## config.mk

```make
export PLATFORM = sky130hd
export DESIGN_NAME = pipe_mux_sel
export DESIGN_NICKNAME = d
export VERILOG_FILES = /design/src/rtl/pipe_mux_sel_pkg.sv /design/src/rtl/mux_n_comb.sv /design/src/rtl/pipe_mux_sel.sv
export SDC_FILE = /design/constraint.sdc
export NUM_CORES = 1
export LEC_CHECK = 0
export CAP_MARGIN = 20
export CORE_MARGIN = 5
export CORE_UTILIZATION = 38
export CTS_CLUSTER_SIZE = 28
export DETAILED_ROUTE_END_ITERATION = 7
export GPL_TIMING_DRIVEN = 1
export PLACE_DENSITY = 0.81
export REMOVE_ABC_BUFFERS = 1
export SYNTH_ARGS = -nofsm -noshare
export SYNTH_HDL_FRONTEND = slang
export SYNTH_SLANG_ARGS = --single-unit
```

## constraint.sdc

```tcl
create_clock -name clk -period 1.1 [get_ports clk]
set_clock_uncertainty 0.2 [all_clocks]
set_input_delay 0.33 -clock clk [delete_from_list [all_inputs] [get_ports clk]]
set_output_delay 0.33 -clock clk [all_outputs]
set_load 0.03 [all_outputs]
```

## src/rtl/pipe_mux_sel_pkg.sv

```systemverilog
// Shared defaults and helpers for the registered channel-select block.
package pipe_mux_sel_pkg;

  localparam int unsigned DEF_WIDTH  = 32;
  localparam int unsigned DEF_NUM_IN = 3;

  // Ceiling log2, floored at 1 so a select bus always has at least one bit.
  function automatic int unsigned clog2(input int unsigned v);
    int unsigned r;
    r = 0;
    for (int unsigned i = 0; i < 32; i++) begin
      if ((32'd1 << i) < v) r = i + 1;
    end
    if (r < 1) r = 1;
    return r;
  endfunction

endpackage

```

## src/rtl/mux_n_comb.sv

```systemverilog
// Combinational N-way channel selector; out-of-range selects fall back to the
// last channel and are flagged so the caller can track them.
module mux_n_comb
  import pipe_mux_sel_pkg::*;
#(
  parameter int unsigned WIDTH  = DEF_WIDTH,
  parameter int unsigned NUM_IN = DEF_NUM_IN,
  parameter int unsigned SEL_W  = clog2(NUM_IN)
) (
  input  logic [NUM_IN*WIDTH-1:0] data_i,
  input  logic [SEL_W-1:0]        sel_i,
  output logic [WIDTH-1:0]        data_o,
  output logic                    oor_o
);

  localparam logic [SEL_W:0]   LIMIT = NUM_IN[SEL_W:0];
  localparam logic [SEL_W-1:0] LAST  = SEL_W'(NUM_IN - 1);

  logic [WIDTH-1:0] ch [NUM_IN];
  logic [SEL_W-1:0] eff_sel;

  // Unpack the flat bus and pick the channel, clamping to the last input.
  always_comb begin
    for (int unsigned k = 0; k < NUM_IN; k++) begin
      ch[k] = data_i[k*WIDTH +: WIDTH];
    end
    oor_o   = ({1'b0, sel_i} >= LIMIT);
    eff_sel = oor_o ? LAST : sel_i;
    data_o  = ch[eff_sel];
  end

endmodule

```

## src/rtl/pipe_mux_sel.sv

```systemverilog
// Registered channel select: one pipeline stage after mux_n_comb, with
// stall/flush control and a sticky out-of-range select flag.
module pipe_mux_sel
  import pipe_mux_sel_pkg::*;
#(
  parameter int unsigned WIDTH  = DEF_WIDTH,
  parameter int unsigned NUM_IN = DEF_NUM_IN,
  parameter int unsigned SEL_W  = clog2(NUM_IN)
) (
  input  logic                    clk,
  input  logic                    rst_n,
  input  logic [NUM_IN*WIDTH-1:0] data_in,
  input  logic [SEL_W-1:0]        sel,
  input  logic                    in_valid,
  input  logic                    stall,
  input  logic                    flush,
  input  logic                    err_clr,
  output logic [WIDTH-1:0]        data_out,
  output logic                    out_valid,
  output logic                    sel_err
);

  logic [WIDTH-1:0] mux_data;
  logic             mux_oor;
  logic [WIDTH-1:0] data_d,  data_q;
  logic             valid_d, valid_q;
  logic             err_d,   err_q;
  logic             accept;

  mux_n_comb #(
    .WIDTH  (WIDTH),
    .NUM_IN (NUM_IN),
    .SEL_W  (SEL_W)
  ) u_mux (
    .data_i (data_in),
    .sel_i  (sel),
    .data_o (mux_data),
    .oor_o  (mux_oor)
  );

  // Next-state: flush only kills valid; stall holds everything; set beats clear.
  always_comb begin
    data_d  = data_q;
    valid_d = valid_q;
    err_d   = err_q;
    accept  = !flush && !stall;
    if (flush) begin
      valid_d = 1'b0;
    end else if (!stall) begin
      data_d  = mux_data;
      valid_d = in_valid;
    end
    if (accept && in_valid && mux_oor) begin
      err_d = 1'b1;
    end else if (err_clr) begin
      err_d = 1'b0;
    end
  end

  // Output stage flops with asynchronous active-low reset.
  always_ff @(posedge clk or negedge rst_n) begin
    if (!rst_n) begin
      data_q  <= '0;
      valid_q <= 1'b0;
      err_q   <= 1'b0;
    end else begin
      data_q  <= data_d;
      valid_q <= valid_d;
      err_q   <= err_d;
    end
  end

  assign data_out  = data_q;
  assign out_valid = valid_q;
  assign sel_err   = err_q;

endmodule

```

Yosys cells after proc, flatten, opt, wreduce, memory -nomap -nowiden:

Index checks and enable logic that the tools add are counted.

* logic and storage cells: 24
* bits of input ports: 104
* flip-flop bits (word level): 34

* reduce and logical (&&, ||, !) cells: 7
* multiplexer cells: 8
* bitwise logic cells: 3
* magnitude comparators: 2
* equality and inequality tests: 1

Operator list (count)
* 32-bit binary-select mux with 2-bit select: 1
* 32-bit 2-to-1 mux: 2
* 1-bit 2-to-1 mux: 4
* 3-bit >= comparator, second input constant: 1
* 1-bit logical AND: 3
* 2-bit NOT with 3-bit output: 1
* 2-bit >= comparator, second input constant: 1
* 1-bit logical NOT: 2
* 2-bit 2-to-1 mux: 1
* 2-bit by 1-bit inequality test with 1-bit output, second input constant: 1
* 1-bit NOT: 2
* 2-bit AND reduction: 1
* 2-bit nonzero test: 1

Longest topological paths before layout:

* word-level depth: 6
* gate-level depth with buffers: 5
* mapped depth without buffers: 2

Cells and area by module:

Synthesis repeated with hierarchy kept, for this count alone.

* cell total of the unflattened synthesis: 182
* area, all modules: 2003.2 µm²

By module, submodules not included
* pipe_mux_sel: sequential area each 850.8 µm², cells each 74, area an instance 1291.2 µm², times used 1
* mux_n_comb: sequential area each 0.0 µm², cells each 108, area an instance 711.9 µm², times used 1

Worst setup path before layout:

No wires, ideal clock.

* path type: input port to flip-flop
* start: in sel[1]
* end: reg data_q[10] (netlist: data_out[10])
* path slack: -0.299 ns
* arrival time: 1.119 ns
* path buffers: 2
* setup time: 0.080 ns
* stages: 4
* path through: or3_1 > buf_6 > buf_12 > o211ai_2

* word-level cells in the longest chain between the ends: 6

Ends and longest elaborated chain
* start: declaration: RTL line pipe_mux_sel.sv:13 `input logic [SEL_W-1:0] sel,`
* 2-bit >= comparator: RTL line mux_n_comb.sv:27 `oor_o = ({1'b0, sel_i} >= LIMIT);`
* 2-bit 2-to-1 mux (*): RTL line mux_n_comb.sv:28 `eff_sel = oor_o ? LAST : sel_i;`
* 2-bit NOT with 3-bit output (not written as such) (*): RTL line mux_n_comb.sv:29 `data_o = ch[eff_sel];`
* 32-bit binary-select mux with 2-bit select (*): RTL line mux_n_comb.sv:29
* 32-bit 2-to-1 mux (not written as such) (*) (2 in a row): RTL line mux_n_comb.sv:29
* end signal: assignment: RTL line pipe_mux_sel.sv:67 `data_q <= data_d;`
* end: declaration: RTL line pipe_mux_sel.sv:25 `logic [WIDTH-1:0] data_d, data_q;`

Mark *: on every way between the ends. The rest lies on a longest branch, timed or not. The select of a mux whose other input is x is not followed.
A chain may end at the register's enable or synchronous reset.

Final worst setup path:

* start: reg data_q[29] (netlist: data_out[29])
* end: out data_out[29]

RTL lines
* end: declaration: RTL line pipe_mux_sel.sv:18 `output logic [WIDTH-1:0] data_out,`

No word-level cell between the ends.

==> results.md <==
- Synth Area per Inst: 11.9 um^2
- CP Data Arrival Time: 0.85 ns
- Leak: 1.94 nW
- Max cap viols: 0
- Yosys warns: 0
- Multiplexer area fraction after synthesis: 14.4%
- Setup violators final: 68
- Initial Util: 39.0%
- Hold Startpoint: sel[1]
- Vias after detailed routing: 2343
- Share of layout cells above drive strength 1: 36.6%
- Mapped Cells: 193
- Cell count along the critical path: 1
- WS Path Type: reg -> out
- Slew Limit Fails: 0
- Outcome: finished, violations left
- Final WS setup: -0.278 ns
- Vias in the first global route: 2431
- Synth Area in Simple Gates: 16.6%
- Filler cells: 393
- Critical Path Sink Type: output pin
- CTS tree: built
- Worst path max stage delay: 0.41 ns
- Final wirelength: 8.44 mm
- Largest net degree at the start of global routing: 35
- Hold slack: 0.301 ns
- Initial antenna violation count: 0
- Power per Cell Area: 1090 nW/um^2
- Fin crit share: 125%
- Io pins: 138
- Gr usage total: 19.9%
- DR pass1 iterations: 4
- Slew margin rel.: 80.7%
- First-pass GRT wire length: 11.9 mm
- Max rail drop VDD: 585 uV
- TritonCTS buffer count: 5
- Slowest stage cell, crit path: dfrtp_1
- Final Critical Period: 1.38 ns
- Startpoint types: flop
- WP data required: 0.57 ns
- Synth Area in Compound Gates: 24.4%
- Largest family of logic cells by synthesized area: compound AO/OA/AOI/OAI gates
- Max Fclk: 0.726 GHz
- Number of DRC markers in iteration 0: 98
- Fin nets: 464
- Hold EP: data_out[24]
- Area delta synth->final: 90.7%
- R2R setup slack: -0.06 ns
- DRC viols: 0
- Register area: 851 um^2
- Buf/Inv on CP: 1
- IO Port Bufs: 137
- Total power: 0.00475 W
- Die H: 87.7 um
- Unrepaired setup endpoints after global routing: true
- Site row count: 28
- Clk sinks: 34
- Multi-input gate area: 1330 um^2
- Die Area: 7690 um^2
- Yosys reg bits: 34
- Mapped cell area: 2290 um^2
- Least-Margin Pin Slew: 0.282 ns
- Wire length per cell: 19.4 um
- Sequential share of the synthesized area: 37.1%
- Xor/xnor cell area share of the yosys netlist: 0%
- CTS Root Cell: clkbuf_8
- Hold Crit Depth: 4
- Routed vias/inst: 5.37
- H-Tree Depth: 2
- Reg2Reg Launch Point: data_out[26]
- Clock transition at the registers of the reported paths: 0.07 ns
- Min-Delay Path Class: in -> reg
- Adder-cell share of the synthesized area: 0%
- GPL Wtd Cong: 0.722
- Clock Latency Late Sink: 0.29 ns
- CP delay by family, top: flip-flops
- Die X-Extent: 87.7 um
- HPWL Detailed: 5.60 mm
- Reg2reg end: data_out[26]
- Buffer depth of the longest clock path: 2
- Yosys cell types: 16
- GRT Residual Overflow: 0
- Cells along the critical path: buf_12
- CP Max Fanout: 2
- Post-route antenna net violation count: 0
- Core area: 5890 um^2
- Hold Vio Cnt, Final: 0
- ANT cells: 0
- Failing checks: negative setup slack
- Register-to-Register Path Depth: 4
==> layout make-up <==
class,instances,share of cell area (%)
repair buffers,185,45.5
flip-flops and latches,34,19.5
clock buffers,8,2.52
well taps,75,2.15
multi-input cells,134,30.4
==> stage by stage <==
step | setup slack, ns | setup TNS, ns | area, um^2 | cells | utilization, %
2_1_floorplan | -0.752 | -22.64 | 2120 | 168 | -
3_3_place_gp | -0.888 | -28.72 | 3680 | 399 | 62.5
3_5_place_dp | -0.932 | -29.59 | 3680 | 399 | 62.5
4_1_cts | -0.285 | -14.06 | 4230 | 428 | 71.9
5_1_grt | -0.306 | -13.90 | 4370 | 436 | 74.3
6_report | -0.278 | -12.62 | 4370 | 436 | 74.3
==> worst max-delay path by stage <==
stage	start	endpoint	slack, ns
global placement	sel[1]	data_out[4]	-0.89
CTS	data_out[29]	data_out[29]	-0.29
finish	data_out[29]	data_out[29]	-0.28
global route	data_out[29]	data_out[29]	-0.31
floorplan	flush	data_out[2]	-0.75
detailed placement	sel[1]	data_out[15]	-0.93
==> layout by cell type, fill, tap and decap left out, types with 2 or more instances in the layout <==
cell type	count
clkdlybuf4s50_1	92
buf_6	43
dfrtp_1	34
mux2i_1	33
o211ai_2	30
o21ai_1	28
nand4bb_1	24
buf_4	23
clkbuf_8	8
buf_12	7
or4bb_1	6
buf_8	6
dlygate4sd2_1	6
o21ai_2	4
clkbuf_16	3
buf_2	3
nand4bb_4	2
o211ai_1	2
==> registers in the layout, indices dropped and copies added (netlist names) <==
| name | cells |
|---|---|
| data_out | 32 |
| sel_err | 1 |
| out_valid | 1 |
==> per-layer routing <==
metal,wire (um),vias to the layer above,share of wire [%],GRT usage (%)
li1,-,1102,-,-
met3,617,19,7.3,4.70
met5,0,-,0,0
met1,3220,1128,38,24.0
met2,4410,94,52,35.5
met4,191,0,2.3,5.30
==> kinds of logic after synthesis <==
family | count (synthesis)
flip-flops | 34
AO/OA/AOI/OAI | 65
AND/OR/NAND/NOR | 36
buffers and inverters | 25
multiplexers | 33
==> where the power goes <==
part	internal [W]	total [W]	switching, W	leakage, nW
logic	0.00113	0.00205	0.000923	1.46
clock network	0.000633	0.00112	0.000487	0.0575
registers	0.00143	0.00157	0.000141	0.425
total	0.00319	0.00475	0.00155	1.94
==> synthesized netlist by cell type <==
| cell type | instances | share of area [%] |
|---|---|---|
| or3_1 | 1 | 0.27 |
| nor2_1 | 2 | 0.33 |
| o211ai_2 | 30 | 16 |
| o211ai_1 | 2 | 0.65 |
| o21ai_1 | 32 | 7.0 |
| nand4bb_1 | 26 | 13 |
| clkbuf_1 | 7 | 1.1 |
| nor2b_1 | 1 | 0.27 |
| or4bb_1 | 6 | 2.9 |
| buf_2 | 13 | 2.8 |
| a41o_1 | 1 | 0.44 |
| dlygate4sd1_1 | 1 | 0.38 |
| mux2i_1 | 33 | 14 |
| buf_12 | 3 | 2.6 |
| buf_6 | 1 | 0.49 |
| dfrtp_1 | 34 | 37 |
==> what timing repair did <==
action / 4_1_cts / 5_1_grt
resized for setup: 67 / 21
setup endpoints to repair: 67 / 67
buffers inserted: 16 / 9
hold buffers: 1 / 0
hold endpoints to repair: 34 / 0
pin swaps: 18 / 35
cloned: 4 / 3
Power figures use the tool's default switching activity.
